$ cat src/rtl/instruction_fetch.sv
// Instruction fetch unit: a single-outstanding-request memory fetcher feeding a
// circular instruction queue toward decode, with redirect (flush) support.
module instruction_fetch #(
    parameter logic [31:0] RESET_PC = 32'h0000_0000,
    parameter int          DEPTH    = 4
) (
    input  logic        clock,
    input  logic        reset_n,
    output logic        imem_req,
    output logic [31:0] imem_addr,
    input  logic        imem_gnt,
    input  logic        imem_rvalid,
    input  logic [31:0] imem_rdata,
    input  logic        redirect_valid,
    input  logic [31:0] redirect_pc,
    input  logic        dec_ready,
    output logic        dec_valid,
    output logic [31:0] dec_instr,
    output logic [31:0] dec_pc,
    output logic [3:0]  queue_count
);

    localparam int              PTR_W     = (DEPTH > 1) ? $clog2(DEPTH) : 1;
    localparam logic [PTR_W-1:0] PTR_ONE  = PTR_W'(1);
    localparam logic [PTR_W-1:0] PTR_ZERO = PTR_W'(0);
    localparam logic [3:0]      DEPTH_CNT = 4'(DEPTH);

    typedef enum logic [1:0] {
        ST_IDLE = 2'd0,
        ST_REQ  = 2'd1,
        ST_WAIT = 2'd2,
        ST_DROP = 2'd3
    } fetch_state_t;

    fetch_state_t     state_r;
    fetch_state_t     next_state_s;
    logic [31:0]      pc_r;
    logic [31:0]      tag_r;
    logic [PTR_W-1:0] head_r;
    logic [PTR_W-1:0] tail_r;
    logic [3:0]       count_r;
    logic [3:0]       next_count_s;
    logic             req_r;
    logic             dvalid_r;
    logic             push_s;
    logic             pop_s;
    logic             grant_s;
    logic [31:0]      redirect_aligned_s;
    logic [31:0]      instr_q_r [DEPTH];
    logic [31:0]      pc_q_r    [DEPTH];

    // Low address bits of a redirect target are forced to zero.
    assign redirect_aligned_s = redirect_pc & 32'hFFFF_FFFC;

    // A redirect suppresses every queue and PC side effect of the same cycle.
    assign grant_s = (state_r == ST_REQ) && imem_gnt && !redirect_valid;
    assign push_s  = (state_r == ST_WAIT) && imem_rvalid && !redirect_valid;
    assign pop_s   = (count_r != 4'd0) && dec_ready && !redirect_valid;

    // Next-state logic of the fetch FSM.
    always_comb begin
        next_state_s = state_r;
        case (state_r)
            ST_IDLE: begin
                if (redirect_valid) begin
                    next_state_s = ST_IDLE;
                end else if (count_r < DEPTH_CNT) begin
                    next_state_s = ST_REQ;
                end else begin
                    next_state_s = ST_IDLE;
                end
            end
            ST_REQ: begin
                if (redirect_valid) begin
                    next_state_s = ST_IDLE;
                end else if (imem_gnt) begin
                    next_state_s = ST_WAIT;
                end else begin
                    next_state_s = ST_REQ;
                end
            end
            ST_WAIT: begin
                if (imem_rvalid) begin
                    next_state_s = ST_IDLE;
                end else if (redirect_valid) begin
                    next_state_s = ST_DROP;
                end else begin
                    next_state_s = ST_WAIT;
                end
            end
            ST_DROP: begin
                // The stale response retires the drop even if another redirect lands now.
                if (imem_rvalid) begin
                    next_state_s = ST_IDLE;
                end else begin
                    next_state_s = ST_DROP;
                end
            end
            default: next_state_s = ST_IDLE;
        endcase
    end

    // Queue occupancy update.
    always_comb begin
        next_count_s = count_r;
        if (redirect_valid) begin
            next_count_s = 4'd0;
        end else if (push_s && !pop_s) begin
            next_count_s = count_r + 4'd1;
        end else if (pop_s && !push_s) begin
            next_count_s = count_r - 4'd1;
        end else begin
            next_count_s = count_r;
        end
    end

    // Control state: FSM, PC, tag, queue pointers and registered status outputs.
    always_ff @(posedge clock) begin
        if (!reset_n) begin
            state_r  <= ST_IDLE;
            pc_r     <= RESET_PC;
            tag_r    <= 32'h0000_0000;
            head_r   <= PTR_ZERO;
            tail_r   <= PTR_ZERO;
            count_r  <= 4'd0;
            req_r    <= 1'b0;
            dvalid_r <= 1'b0;
        end else begin
            state_r  <= next_state_s;
            count_r  <= next_count_s;
            req_r    <= (next_state_s == ST_REQ);
            dvalid_r <= (next_count_s != 4'd0);
            if (redirect_valid) begin
                pc_r <= redirect_aligned_s;
            end else if (grant_s) begin
                pc_r <= pc_r + 32'd4;
            end
            if (grant_s) begin
                tag_r <= pc_r;
            end
            if (redirect_valid) begin
                head_r <= PTR_ZERO;
                tail_r <= PTR_ZERO;
            end else begin
                if (pop_s) begin
                    head_r <= head_r + PTR_ONE;
                end
                if (push_s) begin
                    tail_r <= tail_r + PTR_ONE;
                end
            end
        end
    end

    // Queue storage; contents are only meaningful below the occupancy count.
    always_ff @(posedge clock) begin
        if (push_s) begin
            instr_q_r[tail_r] <= imem_rdata;
            pc_q_r[tail_r]    <= tag_r;
        end
    end

    assign imem_req    = req_r;
    assign imem_addr   = pc_r;
    assign dec_valid   = dvalid_r;
    assign dec_instr   = instr_q_r[head_r];
    assign dec_pc      = pc_q_r[head_r];
    assign queue_count = count_r;

endmodule

$ cat config.mk
export PLATFORM = sky130hd
export DESIGN_NAME = instruction_fetch
export DESIGN_NICKNAME = d
export VERILOG_FILES = /design/src/rtl/instruction_fetch.sv
export SDC_FILE = /design/constraint.sdc
export NUM_CORES = 1
export LEC_CHECK = 0
export ABC_AREA = 1
export CELL_PAD_IN_SITES_DETAIL_PLACEMENT = 1
export CELL_PAD_IN_SITES_GLOBAL_PLACEMENT = 2
export CORE_ASPECT_RATIO = 0.8
export CORE_MARGIN = 2
export CORE_UTILIZATION = 25
export CTS_CLUSTER_SIZE = 28
export DETAILED_ROUTE_END_ITERATION = 16
export PLACE_DENSITY_LB_ADDON = 0.1
export SYNTH_ARGS = -nofsm -noshare
export SYNTH_HDL_FRONTEND = slang
export SYNTH_SLANG_ARGS = --single-unit
$ cat constraint.sdc
create_clock -name clock -period 7.2 [get_ports clock]
set_input_delay 1.44 -clock clock [delete_from_list [all_inputs] [get_ports clock]]
set_output_delay 1.44 -clock clock [all_outputs]
set_load 0.02 [all_outputs]
==> flow_summary.json, run 1 <==
{
  "fin_crit_sh_pct": 72.9,
  "clockBufferDepth": 3,
  "crit_required_ns": 5.76,
  "postSynthCellCount": 1211,
  "hold_viol": 0,
  "setup_viol": 0,
  "wl_met3_mm": 1.55,
  "clock_sinks": 322,
  "dieHeight_um": 208,
  "status": "completed",
  "cp-end-kind": "primary output",
  "final_nets": 1443,
  "top_layer": "met4",
  "core_region_area_um2": 51200,
  "wirelength_mm": 39.9,
  "clock_skew_ns": 0.0202,
  "fmax_mhz": 191,
  "multi_input_area_um2": 3600,
  "hp-class": "reg2reg",
  "cts_made_buffers": 37,
  "utilization_pct": 32.4,
  "wl_met1_mm": 19.4,
  "regArea_um2": 8930,
  "clk_latency_ns": 0.54,
  "synth_area_per_cell_um2": 10.7,
  "wl_per_cell_um": 19.2,
  "grt_pass1_wl_mm": 60.6,
  "period_minus_slack_ns": 5.25,
  "ant_nets": 0,
  "gp_congestion": 0.777,
  "antenna_found_initial": 0,
  "relSlewSlack_pct": 26.4,
  "synthTopCellsByArea": "edfxtp_1 57%, dfxtp_1 11%, nor2_1 6.8%",
  "p_per_area_nw_per_um2": 246,
  "die-area_um2": 53900,
  "ios": 172,
  "r2r_slack_ns": 4.67,
  "path_class": "reg2out",
  "cts_hold_buf": 0,
  "synth_flop_cell": "edfxtp_1",
  "post-cts-setup-buffers": 0,
  "cp-start-kind": "flip-flop",
  "worstMarginPinSlew_ns": 1.10,
  "worstPathMaxFanout": 64,
  "first_pass_iters": 5,
  "grt_pass1_vias": 9765,
  "drt_iter0_drc": 403,
  "drc": 0,
  "rows": 74,
  "dpl.hpwl_mm": 25.0,
  "synth_area_um2": 13000,
  "ys_top_cells_by_count": "248 x edfxtp_1, 237 x nor2_1, 165 x o21ai_0, 150 x nand2_1, 74 x dfxtp_1",
  "vdd_drop_max_uv": 114,
  "synth_top_cell_by_area": "edfxtp_1",
  "synth_top_area_share_pct": 57.2,
  "wl_met2_mm": 18.2,
  "num_vias": 9326,
  "critPathArrivalTime_ns": 3.81,
  "cts_max_level": 2,
  "die_x_um": 259,
  "portBuffers": 165,
  "avgViaCountPerCell": 4.49,
  "fillers": 5679,
  "drv_slew": 0,
  "rsz0062_at_grt": "no",
  "grt_usage_pct": 14.8,
  "ys.warnings.count": 0,
  "yosysMostFrequentCell": "edfxtp_1",
  "cts_tree": "built",
  "drv_cap": 0,
  "ys_seq_area_share_pct": 68.6,
  "syn2layout_area_growth_pct": 27.3,
  "drive_gt1_share_pct": 6.46,
  "grt_overflow": 0,
  "synth_cell_type_count": 36,
  "clk_pin_slew_ns": 0.06,
  "synth_seq_cells": 322,
  "cts-root-buf": "clkbuf_16",
  "async_flop_share_pct": 0,
  "grt_max_degree": 67,
  "postCtsResizedCells": 0,
  "start_util_pct": 25.4,
  "diodes": 0,
  "synth-edff-count": 248,
  "fin_setup_tns_ns": 0,
  "p_leak_nw": 5.42
}
-- layout by cell type (no fill, tap or decap), types with 2 or more instances in the layout --
master             n
nand4_1            7
clkinv_1           6
o21ai_0          165
nor2_1           233
clkbuf_16         37
clkbuf_1           8
xor2_1             4
nand3_1           40
dfxtp_1           72
conb_1             4
bufinv_16          4
o21ai_1            3
inv_6              2
buf_4             14
nor3_1             9
inv_1             57
clkinvlp_4         3
clkdlybuf4s50_1  165
nand2_1          150
o211a_1            2
o22ai_1           63
edfxtp_1         248
ha_1               7
clkinv_2           6
nand2_2            3
nor2_2             5
nand3b_1           2
a31oi_1            7
inv_2              6
a211oi_1           7
a21oi_1           36
nor2_4             6
-- sequential cells by signal, indices dropped and copies added (netlist names), named ones only --
name         count
head_r           2
state_r          2
instr_q_r      128
imem_req         1
imem_addr       30
queue_count      4
tail_r           2
pc_q_r         120
tag_r           30
dec_valid        1
-- layer usage --
layer / global-route usage, % / vias to the layer above
li1: - / 4561
met1: 20.2 / 4569
met2: 24.0 / 151
met3: 2.55 / 45
met4: 3.91 / 0
met5: 0 / -
-- critical path: stages (launching register included) --
cell and delay [ns]:
dfxtp_4 0.76, clkinv_2 0.93, buf_4 0.58, o21ai_0 0.21
o22ai_1 0.13, clkdlybuf4s50_1 0.57
-- layout make-up --
class / count / share of cell area (%)
Clock buffer: 46 / 5.85
Clock inverter: 21 / 1.31
Inverter: 64 / 1.46
Multi-Input combinational cell: 762 / 21.7
Sequential cell: 322 / 53.9
Tap cell: 684 / 5.16
Timing Repair Buffer: 179 / 10.6
-- report_power, final --
part | switching, W | internal [W] | total, W | leakage [nW]
clock | 0.000755 | 0.00110 | 0.00186 | 0.572
combinational | 0.0000984 | 0.0000762 | 0.000175 | 2.16
sequential | 0.0000308 | 0.00201 | 0.00204 | 2.69
total | 0.000884 | 0.00319 | 0.00408 | 5.42
-- stage by stage --
step	cell area (um^2)	worst slack [ns]	hold WS, ns	total power [W]	instances
after global placement	15400	2.39	0.458	0.00226	2011
after global routing	16600	1.56	0.517	0.00424	2078
final	16600	1.95	0.473	0.00408	2078
after floorplan	13000	2.39	0.436	0.00215	1214
after detailed placement	15400	2.35	0.459	0.00226	2011
after CTS	16600	1.77	0.472	0.00415	2078
-- worst paths after layout --
check,startpoint,end,cells past startpoint
setup / recovery,flip-flop,dec_pc[26],5
hold / removal,head_r[1]$_SDFFE_PP0P_,flip-flop,2
setup reg to reg,state_r[1]$_SDFF_PN0_,instr_q_r[2][25]$_DFFE_PP_,5
hold reg to reg,head_r[1]$_SDFFE_PP0P_,flip-flop,2
-- cells by family (layout without fill, tap and decap cells) --
group	count (synthesis)	after routing	share of synthesized area [%]
DFF	322	322	68.6
other	1	4	0.0288
and+or+nand+nor	458	458	14.2
xor gates and xnor gates	5	5	0.337
AOI/OAI and AO/OA	288	288	12.1
adders and majority gates	7	7	0.673
buffers and inverters	130	310	4.06
No activity file was read; power rests on OpenSTA's default activity.
==> run 2, diff against run 1 <==
Clock period 7.2 ns to 4.8 ns, I/O delays scaled along.
==> run 2 against run 1 <==
Net effect: sequential cell count unchanged; sequential power up 50%; total power up 47%; setup slack worse by 0.90 ns; routed wire length up 1.4%; first-iteration DRC count up 29%; non-clock buffer count up 3; die area unchanged; via count up 0.55%; global-route usage up 0.18 points; sequential share of layout area down 0.057 points; critical endpoint is now dec_pc[22].
==> flow_summary.json, run 2 (synthesized netlist as in run 1, its figures left out) <==
{
  "cts_hold_buf": 0,
  "drv_cap": 0,
  "post-cts-setup-buffers": 0,
  "start_util_pct": 25.4,
  "cts_tree": "built",
  "clk_latency_ns": 0.54,
  "ant_nets": 0,
  "reg2reg_to": "imem_addr[16]$_SDFFE_PN0P_",
  "relSlewSlack_pct": 45.6,
  "cts-root-buf": "clkbuf_16",
  "clockBufferDepth": 3,
  "period_minus_slack_ns": 3.75,
  "r2r-start": "state_r[1]$_SDFF_PN0_",
  "whs_path_depth": 2,
  "dpl.hpwl_mm": 25.2,
  "cts_made_buffers": 37,
  "hold_viol": 0,
  "grt_pass1_wl_mm": 61.3,
  "die-area_um2": 53900,
  "gp_congestion": 0.782,
  "regArea_um2": 8930,
  "holdCritStartpoint": "head_r[1]$_SDFFE_PP0P_",
  "grt_overflow": 0,
  "drive_gt1_share_pct": 6.60,
  "hp-class": "reg2reg",
  "worstPathMaxFanout": 36,
  "worstMarginPinSlew_ns": 0.816,
  "reg_top3": "instr_q_r (128), pc_q_r (120)",
  "drc": 0,
  "antenna_found_initial": 0,
  "syn2layout_area_growth_pct": 27.5,
  "layout_commonest_cell": "edfxtp_1",
  "largest_register": "instr_q_r",
  "fin_setup_tns_ns": 0,
  "largest_reg_flops": 128,
  "core_region_area_um2": 51200,
  "die_x_um": 259,
  "grt_max_degree": 70,
  "drv_slew": 0,
  "placed_area_um2": 15500,
  "num_vias": 9377,
  "cp-end-kind": "primary output",
  "reg2reg_depth": 8,
  "path_class": "reg2out",
  "wl_per_cell_um": 19.5,
  "status": "completed",
  "cp-start-kind": "flip-flop",
  "rsz0062_at_grt": "no",
  "cts_max_level": 2,
  "clock_skew_ns": 0.0255,
  "wirelength_mm": 40.4,
  "p_leak_nw": 5.44,
  "grt_usage_pct": 14.9,
  "crit_required_ns": 3.84,
  "clock_sinks": 322,
  "final_nets": 1446,
  "p_per_area_nw_per_um2": 360,
  "postCtsResizedCells": 0,
  "setup_viol": 0,
  "fin_crit_sh_pct": 78.2,
  "first_pass_iters": 5,
  "fmax_mhz": 267,
  "dieHeight_um": 208,
  "grt_pass1_vias": 9712,
  "clk_pin_slew_ns": 0.06,
  "r2r_slack_ns": 2.82,
  "finalInstanceArea_um2": 16600,
  "fillers": 5658,
  "vdd_drop_max_uv": 210,
  "avgViaCountPerCell": 4.51,
  "rows": 74,
  "mostFrequentLayoutCells": "248 x edfxtp_1, 233 x nor2_1, 165 x o21ai_0, 165 x clkdlybuf4s50_1, 150 x nand2_1",
  "ios": 172,
  "multi_input_area_um2": 3600,
  "portBuffers": 165,
  "drt_iter0_drc": 518,
  "critPathArrivalTime_ns": 2.79
}
-- run 2: layout make-up --
type	instances	area share [%]
clock buffers	45	5.95
clock inverters	19	0.777
flip-flops and latches	322	53.9
repair buffers	182	11.1
diodes	1	0.0151
inverters	64	1.46
well taps	684	5.16
multi-input cells	762	21.7
-- run 2: critical path, cell delays in order (launching register included) --
cell and delay [ns]:
dfxtp_4 0.35, clkinv_2 0.38, buf_4 0.43, o21ai_0 0.14, o22ai_1 0.27, clkdlybuf4s50_1 0.67
-- run 2: stage by stage --
| stage | hold WS [ns] | power [W] | utilization (%) | cells | setup WS (ns) |
|---|---|---|---|---|---|
| global route | 0.507 | 0.00622 | 32.4 | 2078 | 0.793 |
| finish | 0.488 | 0.00597 | 32.4 | 2079 | 1.05 |
| detailed placement | 0.491 | 0.00339 | 30.2 | 2014 | 1.44 |
| global placement | 0.487 | 0.00339 | 30.2 | 2014 | 1.48 |
| CTS | 0.492 | 0.00609 | 32.4 | 2078 | 0.872 |
| floorplan | 0.436 | 0.00323 | - | 1214 | 0.471 |
-- run 2: how the worst max path moves through the flow --
| stage | endpoint | cells past startpoint |
|---|---|---|
| final | dec_pc[22] | 5 |
| after global routing | dec_pc[22] | 5 |
| after CTS | dec_pc[22] | 5 |
| after detailed placement | dec_pc[22] | 5 |
| after global placement | dec_pc[22] | 5 |
| after floorplan | instr_q_r[0][0]$_DFFE_PP_ | 3 |
-- run 2: where the power goes --
group          internal (W)  leakage, nW  switching [W]
clock network       0.00152        0.559        0.00113
logic              0.000116         2.19       0.000149
registers           0.00302         2.69      0.0000464
total               0.00465         5.44        0.00132
-- run 2: layer usage --
| layer | part of all wire (%) | track usage, % | vias to the layer above |
|---|---|---|---|
| li1 | - | - | 4564 |
| met1 | 48 | 20.6 | 4602 |
| met2 | 46 | 24.0 | 168 |
| met3 | 5.1 | 2.89 | 43 |
| met4 | 1.5 | 3.67 | 0 |
| met5 | 0 | 0 | - |
==> run 3, diff against run 2 <==
Clock period 4.8 ns to 3.45 ns, I/O delays scaled along.
==> run 3 against run 2 <==
Net effect: sequential cell count stayed put; final area is 1.1% higher; cell count is 0.38% higher; combinational power is 40% higher; via count is 1.4% higher; highest routed layer unchanged; critical path depth stayed put; routed wire length is 0.24% higher; total power is 42% higher; core utilization is 0.37 points higher; clock power is 46% higher.
==> flow_summary.json, run 3 (synthesized netlist as in run 1, its figures left out) <==
{
  "num_vias": 9510,
  "syn2layout_area_growth_pct": 28.9,
  "reg2reg_depth": 9,
  "cts_hold_buf": 0,
  "hp-class": "reg2reg",
  "wl_met2_mm": 18.4,
  "cp-end-kind": "primary output",
  "period_minus_slack_ns": 3.23,
  "die-area_um2": 53900,
  "grt_pass1_vias": 9948,
  "postCtsResizedCells": 0,
  "antenna_found_initial": 0,
  "drv_slew": 0,
  "path_class": "reg2out",
  "crit_path_max_incr_delay_ns": 0.71,
  "avgViaCountPerCell": 4.56,
  "layout_commonest_cell": "edfxtp_1",
  "start_util_pct": 25.4,
  "crit_family": "buffers and inverters",
  "grt_pass1_wl_mm": 62.0,
  "vdd_drop_max_uv": 243,
  "holdCritStartpoint": "head_r[1]$_SDFFE_PP0P_",
  "diodes": 0,
  "largest_register": "instr_q_r",
  "pre_cts_slack_ns": 0.719,
  "top_layer": "met4",
  "drt_iter0_drc": 406,
  "grt_overflow": 0,
  "critPathArrivalTime_ns": 2.54,
  "core_region_area_um2": 51200,
  "cp-start-kind": "flip-flop",
  "power_switching_w": 0.00190,
  "r2r-start": "imem_addr[12]$_SDFFE_PN0P_",
  "clock_skew_ns": 0.0116,
  "cts_tree": "built",
  "wirelength_mm": 40.5,
  "wl_per_cell_um": 19.4,
  "drc": 0,
  "seqPwrFrac_pct": 50.2,
  "status": "completed",
  "drv_cap": 0,
  "crit_required_ns": 2.76,
  "setup_viol": 0,
  "reg2reg_to": "imem_addr[29]$_SDFFE_PN0P_",
  "cts-root-buf": "clkbuf_16",
  "wl_met1_mm": 19.8,
  "cp_slowest_cell": "clkdlybuf4s50_1",
  "first_pass_iters": 4,
  "dpl.hpwl_mm": 26.2,
  "switching_share_pct": 22.4,
  "whs_path_depth": 2,
  "p_clk_share_pct": 45.4,
  "clk_pin_slew_ns": 0.06,
  "wl_met3_mm": 1.58,
  "fin_setup_tns_ns": 0,
  "largest_reg_flops": 128,
  "rsz0062_at_grt": "no",
  "relSlewSlack_pct": 61.7,
  "ant_nets": 0,
  "hold_viol": 0,
  "p_leak_nw": 5.52,
  "clock_sinks": 322,
  "post-cts-setup-buffers": 0,
  "fmax_mhz": 309,
  "gp_congestion": 0.773,
  "portBuffers": 165,
  "clk_latency_ns": 0.56,
  "path_cells": "inv_2, buf_12, o21ai_0, o22ai_1, clkdlybuf4s50_1",
  "p_int_w": 0.00659,
  "ios": 172,
  "final_nets": 1454,
  "fin_crit_sh_pct": 93.7,
  "r2r_slack_ns": 1.49,
  "clockBufferDepth": 3,
  "drive_gt1_share_pct": 7.06,
  "dieHeight_um": 208,
  "grt_max_degree": 70,
  "cts_max_level": 2,
  "mostFrequentLayoutCells": "248 x edfxtp_1, 233 x nor2_1, 165 x o21ai_0, 165 x clkdlybuf4s50_1, 150 x nand2_1",
  "p_comb_share_pct": 4.4,
  "die_x_um": 259,
  "critPathBufInv": 3,
  "reg_top3": "instr_q_r (128), pc_q_r (120)",
  "rows": 74,
  "grt_usage_pct": 15.1,
  "cts_made_buffers": 37,
  "worstPathMaxFanout": 32,
  "worstMarginPinSlew_ns": 0.572,
  "setup_slack_ns": 0.219,
  "p_per_area_nw_per_um2": 506
}
run 3: cell count changes in the layout (fill, tap and decap cells not counted), sizes merged:
cell      change
buf           +8
bufinv        +1
clkbuf        +3
clkinv        -7
clkinvlp      +2
diode         -1
inv           +2
run 3: how the worst max path moves through the flow:
stage	from	to	cells after the start
floorplan	redirect_valid	instr_q_r[0][0]$_DFFE_PP_	3
global placement	redirect_valid	instr_q_r[0][3]$_DFFE_PP_	5
detailed placement	flip-flop	dec_pc[31]	5
CTS	flip-flop	dec_pc[31]	5
global route	flip-flop	dec_pc[31]	5
finish	flip-flop	dec_pc[31]	5
run 3: worst reg2reg max path, cell delays in order (launching register included):
cell and delay (ns):
dfxtp_1 0.49, nand2_1 0.24, nor2_1 0.32, nand2_1 0.11, nor2_1 0.30, nand2_1 0.09, nand2_1 0.06, nand2_1 0.05
a21oi_1 0.12, nor2_1 0.05
run 3: per-stage QoR:
step | hold WS, ns | cell area [um^2] | total power, W | utilization (%) | instances
3_3_place_gp | 0.453 | 15600 | 0.00472 | 30.5 | 2022
2_1_floorplan | 0.436 | 13000 | 0.00449 | - | 1214
6_report | 0.466 | 16800 | 0.00850 | 32.8 | 2087
3_5_place_dp | 0.459 | 15600 | 0.00473 | 30.5 | 2022
5_1_grt | 0.529 | 16800 | 0.00882 | 32.8 | 2087
4_1_cts | 0.471 | 16800 | 0.00866 | 32.8 | 2087
run 3: layout make-up:
class                           instances  area (um^2)
Tap cell                              684          856
Sequential cell                       322         8930
Clock buffer                           48         1010
Clock inverter                         17          164
Multi-Input combinational cell        762         3600
Timing Repair Buffer                  190         1980
Fill cell                            5583        34400
Inverter                               64          241
run 3: power by group through the flow:
stage                     Clock, W  Sequential [W]  Combinational, W
final                      0.00386         0.00427          0.000370
after global placement           0         0.00435          0.000372
after CTS                  0.00401         0.00427          0.000378
after floorplan                  0         0.00435          0.000140
after global routing       0.00414         0.00427          0.000408
after detailed placement         0         0.00435          0.000375
run 3: per-layer routing:
layer  GRT usage, %  up-vias
li1               -     4587
met2           24.1      172
met3           3.05       52
met1           21.0     4699
met5              0        -
met4           3.55        0
